==> src/rtl/onehot_arb_pkg.sv <==
// Shared constants, FSM state type and rotated-priority mask for the one-hot request arbiter.
// Latency: n/a (package). Backpressure: n/a.
// Used by onehot_req_arb and rr_pick.
package onehot_arb_pkg;

    localparam int ARB_N    = 8;
    localparam int ARB_IDXW = 3;

    typedef enum logic {
        ARB_EMPTY = 1'b0,
        ARB_FULL  = 1'b1
    } arb_state_t;

    // Bits at or above ptr are the high-priority half of the round-robin scan.
    function automatic logic [ARB_N-1:0] rr_mask(input logic [ARB_IDXW-1:0] ptr);
        logic [ARB_N-1:0] m;
        for (int k = 0; k < ARB_N; k++) begin
            m[k] = (k >= int'(ptr));
        end
        return m;
    endfunction

endpackage

==> src/rtl/onehot_req_arb_rr_pick.sv <==
// Round-robin picker: first set pend bit scanning from ptr upwards with wrap.
// Latency: combinational. Backpressure: none (pure function of pend/ptr).
// Double-width scan: masked copy in the low half, full copy in the high half.
module rr_pick
    import onehot_arb_pkg::*;
#(
    parameter int N    = ARB_N,
    parameter int IDXW = ARB_IDXW
) (
    input  logic [N-1:0]    pend,
    input  logic [IDXW-1:0] ptr,
    output logic [IDXW-1:0] idx,
    output logic            any
);

    logic [2*N-1:0] dbl;

    assign dbl = {pend, pend & rr_mask(ptr)};
    assign any = |pend;

    // Scan high to low so the lowest set bit of the doubled word wins.
    always_comb begin
        idx = '0;
        for (int j = 2*N-1; j >= 0; j--) begin
            if (dbl[j]) begin
                idx = IDXW'(j % N);
            end
        end
    end

endmodule

==> src/rtl/onehot_req_arb.sv <==
// Pending-register round-robin arbiter issuing a registered one-hot grant (EDGE_DETECT_EN: capture on req rising edge).
// Latency: req sampled at edge t -> grant valid after edge t+1; 1 grant/cycle sustained.
// Backpressure: gnt_rdy_i=0 holds the grant stable; requests keep accumulating in pend.
module onehot_req_arb
    import onehot_arb_pkg::*;
#(
    parameter int N    = ARB_N,
    parameter int IDXW = $clog2(N)
) (
    input  logic            clk,
    input  logic            rst_n,
    input  logic            en_i,
    input  logic [N-1:0]    req_i,
    output logic [N-1:0]    gnt_o,
    output logic [IDXW-1:0] gnt_idx_o,
    output logic            gnt_vld_o,
    input  logic            gnt_rdy_i,
    output logic [N-1:0]    pend_o
);

    arb_state_t      state, state_nxt;
    logic [N-1:0]    pend, pend_nxt;
    logic [N-1:0]    cap;
    logic [N-1:0]    clr;
    logic [N-1:0]    gnt_nxt;
    logic [IDXW-1:0] idx_nxt;
    logic [IDXW-1:0] ptr, ptr_nxt;
    logic [IDXW-1:0] pick_idx;
    logic            pick_any;
    logic            load;

`ifdef EDGE_DETECT_EN
    logic [N-1:0] req_q;

    always_ff @(posedge clk or negedge rst_n) begin
        if (!rst_n) begin
            req_q <= '0;
        end else begin
            req_q <= req_i;
        end
    end

    assign cap = req_i & ~req_q;
`else
    assign cap = req_i;
`endif

    rr_pick #(
        .N    (N),
        .IDXW (IDXW)
    ) u_pick (
        .pend (pend),
        .ptr  (ptr),
        .idx  (pick_idx),
        .any  (pick_any)
    );

    assign load = ((state == ARB_EMPTY) || gnt_rdy_i) && en_i && pick_any;

    always_comb begin
        state_nxt = state;
        gnt_nxt   = gnt_o;
        idx_nxt   = gnt_idx_o;
        ptr_nxt   = ptr;
        clr       = '0;
        if (load) begin
            state_nxt = ARB_FULL;
            gnt_nxt   = N'(1) << pick_idx;
            idx_nxt   = pick_idx;
            clr       = N'(1) << pick_idx;
            ptr_nxt   = (pick_idx == IDXW'(N-1)) ? '0 : pick_idx + 1'b1;
        end else if ((state == ARB_FULL) && gnt_rdy_i) begin
            state_nxt = ARB_EMPTY;
            gnt_nxt   = '0;
            idx_nxt   = '0;
        end
    end

    // A fresh capture on the line being granted wins over its clear.
    assign pend_nxt = (pend & ~clr) | cap;

    always_ff @(posedge clk or negedge rst_n) begin
        if (!rst_n) begin
            state     <= ARB_EMPTY;
            pend      <= '0;
            ptr       <= '0;
            gnt_o     <= '0;
            gnt_idx_o <= '0;
        end else begin
            state     <= state_nxt;
            pend      <= pend_nxt;
            ptr       <= ptr_nxt;
            gnt_o     <= gnt_nxt;
            gnt_idx_o <= idx_nxt;
        end
    end

    assign gnt_vld_o = (state == ARB_FULL);
    assign pend_o    = pend;

endmodule

==> config.mk <==
export PLATFORM = sky130hd
export DESIGN_NAME = onehot_req_arb
export DESIGN_NICKNAME = d
export VERILOG_FILES = /design/src/rtl/onehot_arb_pkg.sv /design/src/rtl/onehot_req_arb_rr_pick.sv /design/src/rtl/onehot_req_arb.sv
export SDC_FILE = /design/constraint.sdc
export NUM_CORES = 1
export LEC_CHECK = 0
export CORE_MARGIN = 2
export CORE_UTILIZATION = 52
export DETAILED_ROUTE_END_ITERATION = 8
export HOLD_SLACK_MARGIN = 0.05
export MAX_ROUTING_LAYER = met4
export PLACE_DENSITY = 0.81
export SYNTH_ARGS = -nofsm -noshare
export SYNTH_HDL_FRONTEND = slang
export SYNTH_SLANG_ARGS = --single-unit
==> constraint.sdc <==
create_clock -name clk -period 3.2 [get_ports clk]
set_input_delay 0.48 -clock clk [delete_from_list [all_inputs] [get_ports clk]]
set_output_delay 0.48 -clock clk [all_outputs]
set_load 0.01 [all_outputs]
Word level (Yosys, flattened, before mapping):

Index checks and enable logic that the tools add are counted.

* register bits after elaboration: 23
* input port bits: 12
* output and inout bits: 20

* add/subtract/negate cells: 1
* order comparisons: 7
* equal/unequal tests: 1
* shifts and indexed selects: 1
* multiplexer cells: 24
* bitwise logic cells: 5
* reductions and logical operators: 6

Operators by type and width (number)
* 3-bit 2-to-1 mux: 19
* 8-bit 2-to-1 mux: 3
* 8-bit AND: 2
* 3-bit greater-or-equal comparator, first input constant: 3
* 8-bit NOT: 1
* 8-bit bitwise OR: 1
* 8-bit OR reduction: 1
* 1-bit by 3-bit << shifter with 8-bit output, first input constant: 1
* 1-bit by 3-bit greater-or-equal comparator with 1-bit output, first input constant: 2
* 2-bit by 3-bit greater-or-equal comparator with 1-bit output, first input constant: 2
* 3-bit by 1-bit adder with 3-bit output, second input constant: 1
* 3-bit equality test, second input constant: 1
* 1-bit logical AND: 3
* 1-bit 2-to-1 mux: 2
* 2-bit nonzero test: 1
* 1-bit logical OR: 1
* 1-bit NOT: 1

Depth between registers and ports, before layout:

Gate-level depths: netlist of the first run.

* depth after elaboration: 21
* mapped depth: 11
* gate-level depth less buffers: 9

Hierarchy:

A second synthesis of the first run with hierarchy kept.

* cells, all modules: 120
* area total of the unflattened synthesis: 1261.2 µm²

Modules (own cells, without submodules)
* onehot_req_arb: instances 1, cells an instance 78, area each 1018.5 µm², seq. area each 575.6 µm²
* rr_pick: instances 1, cells an instance 42, area each 242.7 µm², seq. area each 0.0 µm²

Worst setup path after synthesis of the first run:

OpenSTA, ideal clock, no wires.

* kind: register to register
* from: register pend[6], in the netlist pend_o[6]
* to: register ptr[2]
* arrival: 2103 ps
* required time: 3117 ps
* path slack: 1014 ps
* stages on the path, launching flop included: 10
* cells stage by stage: dfrtp_1 > nor3b_1 > o31a_2 > o211ai_1 > and2_1 > clkbuf_1 > inv_1 > ha_1 > ha_1 > o21ai_0

* longest elaborated chain between the ends: 17
* elaborated cells on any way between the ends: 21

Ends and longest elaborated chain
* start: declaration: line onehot_req_arb.sv:22 `logic [N-1:0] pend, pend_nxt;`
* start signal: assignment: line onehot_req_arb.sv:91 `pend <= pend_nxt;`
* 3-bit 2-to-1 mux (15 in series): line onehot_req_arb_rr_pick.sv:25 `if (dbl[j]) begin`
* 3-bit by 1-bit adder with 3-bit output / 3-bit equality test (equally long branches): line onehot_req_arb.sv:71 `ptr_nxt = (pick_idx == IDXW'(N-1)) ? '0 : pick_idx + 1'b1;`
* 3-bit 2-to-1 mux: line onehot_req_arb.sv:71
* end signal: assignment: line onehot_req_arb.sv:92 `ptr <= ptr_nxt;`
* end: declaration: line onehot_req_arb.sv:27 `logic [IDXW-1:0] ptr, ptr_nxt;`

Several ways; a longest one is shown, not always the timed one.
A chain may end at the register's enable or synchronous reset.

Worst setup path after layout of the first run:

* from: register pend[1], in the netlist pend_o[1]
* to: register pend[3], in the netlist pend_o[3]

* longest elaborated chain between the ends: 15
* elaborated cells on any way between the ends: 18

Ends and longest elaborated chain
* 3-bit 2-to-1 mux (10 in series): line onehot_req_arb_rr_pick.sv:25
* 1-bit by 3-bit << shifter with 8-bit output: line onehot_req_arb.sv:70 `clr = N'(1) << pick_idx;`
* 8-bit 2-to-1 mux *: line onehot_req_arb.sv:66 `if (load) begin`
* 8-bit NOT *: line onehot_req_arb.sv:80 `assign pend_nxt = (pend & ~clr) | cap;`
* 8-bit AND *: line onehot_req_arb.sv:80
* 8-bit bitwise OR *: line onehot_req_arb.sv:80
* via pend_nxt[3]: line onehot_req_arb.sv:22

Mark *: on every way through the listed nets, which the timed path passes. The rest lies on a longest branch.

==> impl_metrics.csv, run 1 <==
group,metric,value,unit
synthesis,synth_ff_type,"dfrtp_1",
synthesis,syn-num-nets,147,
route,drt_pass1_iterations,4,
setup_path,path_buf_inv,1,
setup_path,slowest_stage,"dfrtp_1",
pwr,cellPowerDensity,771,nW/um2
pwr,power,1.26,mW
sta,setup_viol,0,
route,first_iter_violations,26,
clock_network,post_cts_buffers,0,
pwr,vdd_drop_max,0.553,mV
clock_network,cts_tree,"done",
setup_path,crit_top_cell,"ha_1",
layout,synthToLayoutAreaGrowth,27.4,%
grt,grt.overflow.total,0,
setup_path,cp_top_family,"compound AO/OA/AOI/OAI gates",
grt,grt_start_max_net_pins,24,
setup_path,start_kind,"flop",
sta,min_period,2.35,ns
floorplan,num_rows,17,
setup_path,worst-endpoint-required,3.42,ns
sta,final_max_slew_viol_count,0,
sta,skew,0.00271,ns
synthesis,synthTopCellsByArea,"dfrtp_1, nand2_1, ha_1, o21ai_0, nor2_1",
synthesis,async_flop_share,100,%
route,vias_per_cell,5.94,
clock_network,ctsResizeCount,0,
route,vias,1128,
setup_path,crit_fanout,9,
clock_network,cts.sinks,23,
setup_path,path_class,"reg -> reg",
grt,antenna_found_initial,0,
synthesis,syn_area_per_cell,9.79,um2
clock_network,ctsLongestPathBuffers,2,
synthesis,ys_top_cells_by_count,"dfrtp_1, nand2_1, nor2_1",
layout,nets,179,
synthesis,seq_area_frac_synth,44.9,%
synthesis,synth-edff-count,0,
hold_path,hp-class,"reg -> reg",
sta,hold_viol,0,
synthesis,ys_types,45,
clock_network,clock_latency,0.31,ns
layout,drive_gt1_share,13.6,%
synthesis,synth_seq_cells,23,
sta,worst_pin_slew,1.04,ns
clock_network,clockRootBuffer,"clkbuf_4",
grt,grt_pass1_wl,4640,um
synthesis,synth_area,1280,um2
placement,gp_congestion,0.871,
floorplan,core-area,2280,um2
synthesis,ys.warnings.count,0,
sta,slew_headroom,30.8,%
setup_path,slowest_delay,0.53,ns
clock_network,cts_hold_buffers,0,
route,antenna_left,0,
grt,grt.total_usage,22.9,%
floorplan,fp.dieArea,2880,um2
route,wl,2950,um
pwr,leakage,0.717,nW
sta,rsz0062_at_grt,"no",
job,drv_cap,0,
setup_path,path_cells,"inv_1 > a221o_2 > a32o_1 > a21oi_2 > ha_1 > ha_1 > nand2_1 > a21o_1",
layout,final_util,71.8,%
sta,fmax,0.425,GHz
synthesis,synth.most_common_cell,"dfrtp_1",
sta,setup_tns,0,ns
layout,diodes,0,
floorplan,die_w,53.7,um
floorplan,initial_core_util,56.3,%
route,remaining_drc_errors,0,
clock_network,cts_buffers,3,
placement,dpl.hpwl,2240,um
grt,grt_pass1_vias,1047,
synthesis,syn-instance-count,131,
setup_path,critPathArrivalTime,2.57,ns
floorplan,ioPinCount,32,
clock_network,clkTransAtPathRegs,0.13,ns
synthesis,synth_top_area_share,44.9,%
clock_network,htreeDepth,1,
outcome,outcome,"finished clean",
floorplan,die_h,53.7,um
placement,io_buffer_count,31,
synthesis,yosysTopAreaCell,"dfrtp_1",
setup_path,cp-end-kind,"flop",
route,wl_per_cell,15.5,um
sta,finalCritPeriodShare,73.6,%
-- cell type report --
| type | instances | area (um2) |
|---|---|---|
| Clock buffer | 3 | 22.5 |
| Sequential cell | 23 | 576 |
| Multi-Input combinational cell | 96 | 651 |
| Inverter | 8 | 35.0 |
| Tap cell | 28 | 35.0 |
| Fill cell | 175 | 642 |
| Timing Repair Buffer | 31 | 310 |
| Clock inverter | 1 | 5.00 |
-- through the flow --
stage	setup WS [ns]	cells	instance area, um2	hold slack (ns)
finish	0.846	190	1630	0.500
global route	0.728	190	1630	0.525
CTS	0.858	190	1630	0.503
detailed placement	0.878	186	1610	0.470
global placement	0.919	186	1610	0.457
floorplan	1.01	131	1280	0.184
-- layer usage --
layer | up-vias | part of all wire (%) | global-route usage (%)
li1 | 534 | - | -
met1 | 555 | 47 | 31.0
met2 | 33 | 47 | 35.6
met3 | 6 | 3.9 | 3.33
met4 | 0 | 1.6 | 6.84
met5 | - | 0 | -
-- state kept, by name, summed over array words and instances, names as in the netlist --
signal and count:
gnt_o 8, pend_o 8, gnt_idx_o 3, ptr 3
gnt_vld_o 1
-- cells in the final DEF (no fill, tap or decap), types with 3 or more instances in the layout --
master,count
a21o_1,4
a21oi_1,3
clkbuf_4,3
clkdlybuf4s50_1,31
dfrtp_1,23
ha_1,4
inv_1,7
nand2_1,18
nand2b_1,3
nand3_1,6
nor2_1,10
o21ai_0,8
-- cells by family (layout without fill, tap and decap cells) --
group                      after synthesis  count (layout)  share of synthesized area (%)
AOI/OAI and AO/OA                       40              40                           26.1
adders and majority gates                4               4                           3.90
buffers and inverters                   12              43                           4.39
DFF                                     23              23                           44.9
and+or+nand+nor                         52              52                           20.7
-- power by group --
| group | internal [mW] | switching, mW | total [mW] | leakage, nW |
|---|---|---|---|---|
| clock | 0.0467 | 0.0894 | 0.136 | 0.0177 |
| combinational | 0.297 | 0.362 | 0.659 | 0.431 |
| sequential | 0.369 | 0.0966 | 0.465 | 0.268 |
-- worst min-delay path, cell delays in order, from the launching register on --
cell	delay, ns
dfrtp_1	0.37
nand2_1	0.05
nand2_1	0.06
-- path summary, 6_finish.rpt --
check / startpoint / to / slack (ns) / depth (start not counted)
max: pend_o[1]$_DFF_PN0_ / pend_o[3]$_DFF_PN0_ / 0.85 / 8
min: gnt_o[3]$_DFFE_PN0P_ / gnt_o[3]$_DFFE_PN0P_ / 0.50 / 2
max reg2reg: pend_o[1]$_DFF_PN0_ / pend_o[3]$_DFF_PN0_ / 0.85 / 8
min reg2reg: gnt_o[3]$_DFFE_PN0P_ / gnt_o[3]$_DFFE_PN0P_ / 0.50 / 2
max in group asynchronous: rst_n / gnt_o[3]$_DFFE_PN0P_ / 1.87 / 1
min in group asynchronous: rst_n / gnt_idx_o[0]$_DFFE_PN0P_ / 0.72 / 1
Note: power is estimated with default switching activity, not from simulation.
==> inputs of run 2 (changes only) <==
--- a/config.mk
+++ b/config.mk
@@ -6,11 +6,11 @@
 export NUM_CORES = 1
 export LEC_CHECK = 0
 export CORE_MARGIN = 2
-export CORE_UTILIZATION = 52
+export CORE_UTILIZATION = 43
 export DETAILED_ROUTE_END_ITERATION = 8
 export HOLD_SLACK_MARGIN = 0.05
 export MAX_ROUTING_LAYER = met4
-export PLACE_DENSITY = 0.81
+export PLACE_DENSITY = 0.71
 export SYNTH_ARGS = -nofsm -noshare
 export SYNTH_HDL_FRONTEND = slang
 export SYNTH_SLANG_ARGS = --single-unit
==> constraint.sdc (replaced) <==
create_clock -name clk -period 2 [get_ports clk]
set_input_delay 0.3 -clock clk [delete_from_list [all_inputs] [get_ports clk]]
set_output_delay 0.3 -clock clk [all_outputs]
set_load 0.01 [all_outputs]
==> run 2 against run 1 <==
The flow now finishes with violations (setup timing). Sequential cell count unchanged. Critical path depth unchanged. Clock skew up 0.0088 ns. First-iteration DRC count up 23%. Global-route usage up 0.65 points. Non-clock buffer count up 28. Critical endpoint unchanged. Largest power group unchanged. Highest routed layer unchanged.
==> impl_metrics.csv, run 2 (synthesis gave the netlist of run 1 again) <==
group,metric,value,unit
clock_network,cts_tree,"done",
floorplan,fp.dieArea,3440,um2
pwr,power,2.64,mW
setup_path,timing.rr.start,"pend_o[4]$_DFF_PN0_",
clock_network,clockRootBuffer,"clkbuf_4",
grt,antenna_found_initial,0,
clock_network,cts_buffers,3,
layout,nets,207,
sta,slew_headroom,68.5,%
pwr,cellPowerDensity,1330,nW/um2
route,vias,1254,
floorplan,die_h,58.6,um
setup_path,cp-end-kind,"flop",
sta,setup_viol,5,
setup_path,reg2reg_setup_slack,-0.06,ns
pwr,pwr-share-comb,63.3,%
setup_path,path_class,"reg -> reg",
sta,worst_pin_slew,0.467,ns
layout,synthToLayoutAreaGrowth,54.9,%
floorplan,ioPinCount,32,
clock_network,htreeDepth,1,
placement,dpl_cell_area,1770,um2
route,drt_pass1_iterations,4,
sta,skew,0.0115,ns
sta,hold_viol,0,
clock_network,clkTransAtPathRegs,0.14,ns
layout,diodes,0,
setup_path,slowest_delay,0.47,ns
grt,grt.overflow.total,0,
layout,fin_cells,221,
floorplan,core-area,2810,um2
layout,multi_input_area,742,um2
pwr,pwr-share-clk,8.6,%
hold_path,hp-class,"in -> async",
route,antenna_left,0,
clock_network,clock_latency,0.32,ns
pwr,leakage,0.902,nW
clock_network,cts.sinks,23,
placement,dpl.hpwl,2560,um
sta,min_period,2.06,ns
floorplan,initial_core_util,45.7,%
route,remaining_drc_errors,0,
setup_path,start_kind,"flop",
outcome,outcome,"finished, violations left",
clock_network,cts_hold_buffers,0,
route,wl_per_cell,16.7,um
pwr,power_frac_seq,28.1,%
sta,fmax,0.485,GHz
sta,rsz0062_at_grt,"yes",
setup_path,slowest_stage,"dfrtp_2",
pwr,p_sw_share,41.4,%
placement,gp_congestion,0.829,
setup_path,reg2reg_to,"pend_o[3]$_DFF_PN0_",
grt,grt_pass1_vias,1260,
clock_network,ctsLongestPathBuffers,2,
layout,design_area,1990,um2
job,drv_cap,0,
setup_path,path_cells,"nand2b_4 > a221o_2 > a32o_2 > a21oi_4 > ha_4 > ha_2 > nand2_2 > a21o_1",
layout,layout_commonest_cell,"clkdlybuf4s50_1",
route,first_iter_violations,32,
placement,io_buffer_count,31,
route,vias_per_cell,5.67,
setup_path,crit_fanout,6,
floorplan,die_w,58.6,um
layout,register_area,586,um2
layout,layout_common_cells,"clkdlybuf4s50_1, buf_4, nand2_1, dfrtp_1, nor2_1",
setup_path,worst-endpoint-required,2.23,ns
setup_path,critPathArrivalTime,2.29,ns
layout,final.fill_count,203,
setup_path,reg2reg_depth,8,
pwr,intPower,1.55,mW
grt,grt_pass1_wl,5990,um
placement,dpl.cell_count,208,
floorplan,num_rows,19,
grt,grt_start_max_net_pins,24,
sta,fin_ws,-0.0620,ns
grt,grt.total_usage,23.5,%
pwr,switchingPower,1.09,mW
pwr,vdd_drop_max,0.711,mV
sta,finalCritPeriodShare,103,%
outcome,violations,"setup timing",
sta,final_max_slew_viol_count,0,
layout,drive_gt1_share,37.9,%
route,wl,3690,um
[run 2: routing by layer]
metal / global-route usage, % / up-vias / wire length [um]
li1: - / 594 / -
met1: 31.7 / 610 / 1690
met2: 37.6 / 44 / 1760
met3: 3.30 / 6 / 193
met4: 6.49 / 0 / 44
met5: - / - / 0
[run 2: repair_timing]
item,in CTS,in global routing
setup endpoints to repair,15,16
pin swaps,7,4
gates resized for setup,13,19
setup buffers,4,5
[run 2: worst max path at each step]
stage                             start              endpoint  slack, ns  cells past startpoint
floorplan           pend_o[4]$_DFF_PN0_   pend_o[3]$_DFF_PN0_      -0.05                      8
global placement    pend_o[3]$_DFF_PN0_  gnt_o[5]$_DFFE_PN0P_      -0.04                      5
detailed placement  pend_o[4]$_DFF_PN0_   pend_o[3]$_DFF_PN0_      -0.08                      8
CTS                 pend_o[5]$_DFF_PN0_  gnt_o[2]$_DFFE_PN0P_      -0.03                      6
global route        pend_o[4]$_DFF_PN0_   pend_o[3]$_DFF_PN0_      -0.12                      8
finish              pend_o[4]$_DFF_PN0_   pend_o[3]$_DFF_PN0_      -0.06                      8
[run 2: through the flow]
stage	TNS (ns)	util [%]	setup WS (ns)	hold slack [ns]
final	-0.167	70.8	-0.0620	0.309
after global routing	-1.00	70.8	-0.121	0.339
after global placement	-0.0791	63.2	-0.0353	0.461
after detailed placement	-0.291	63.2	-0.0752	0.466
after CTS	-0.104	67.4	-0.0255	0.307
after floorplan	-0.116	-	-0.0462	0.00441
[run 2: final cells by class]
type                       count  area share [%]
tap                           31            1.95
clock inverter                 1           0.378
multi-input combinational     96            37.3
clock buffer                   3            1.13
sequential                    23            29.5
timing repair buffer          59            28.0
inverter                       8            1.76
[run 2: power by group through the flow]
stage / clock, mW / sequential (mW) / combinational [mW]
final: 0.226 / 0.742 / 1.67
after detailed placement: 0 / 0.736 / 1.33
after global routing: 0.251 / 0.763 / 1.79
after floorplan: 0 / 0.757 / 0.682
after global placement: 0 / 0.732 / 1.31
after CTS: 0.234 / 0.732 / 1.49
[run 2: worst max-delay path: cells and delay by family (launching register included)]
family	cells	cell delay, ns
simple gates	2	0.20
flops	1	0.47
fa+ha+maj	2	0.34
compound gates	4	0.97
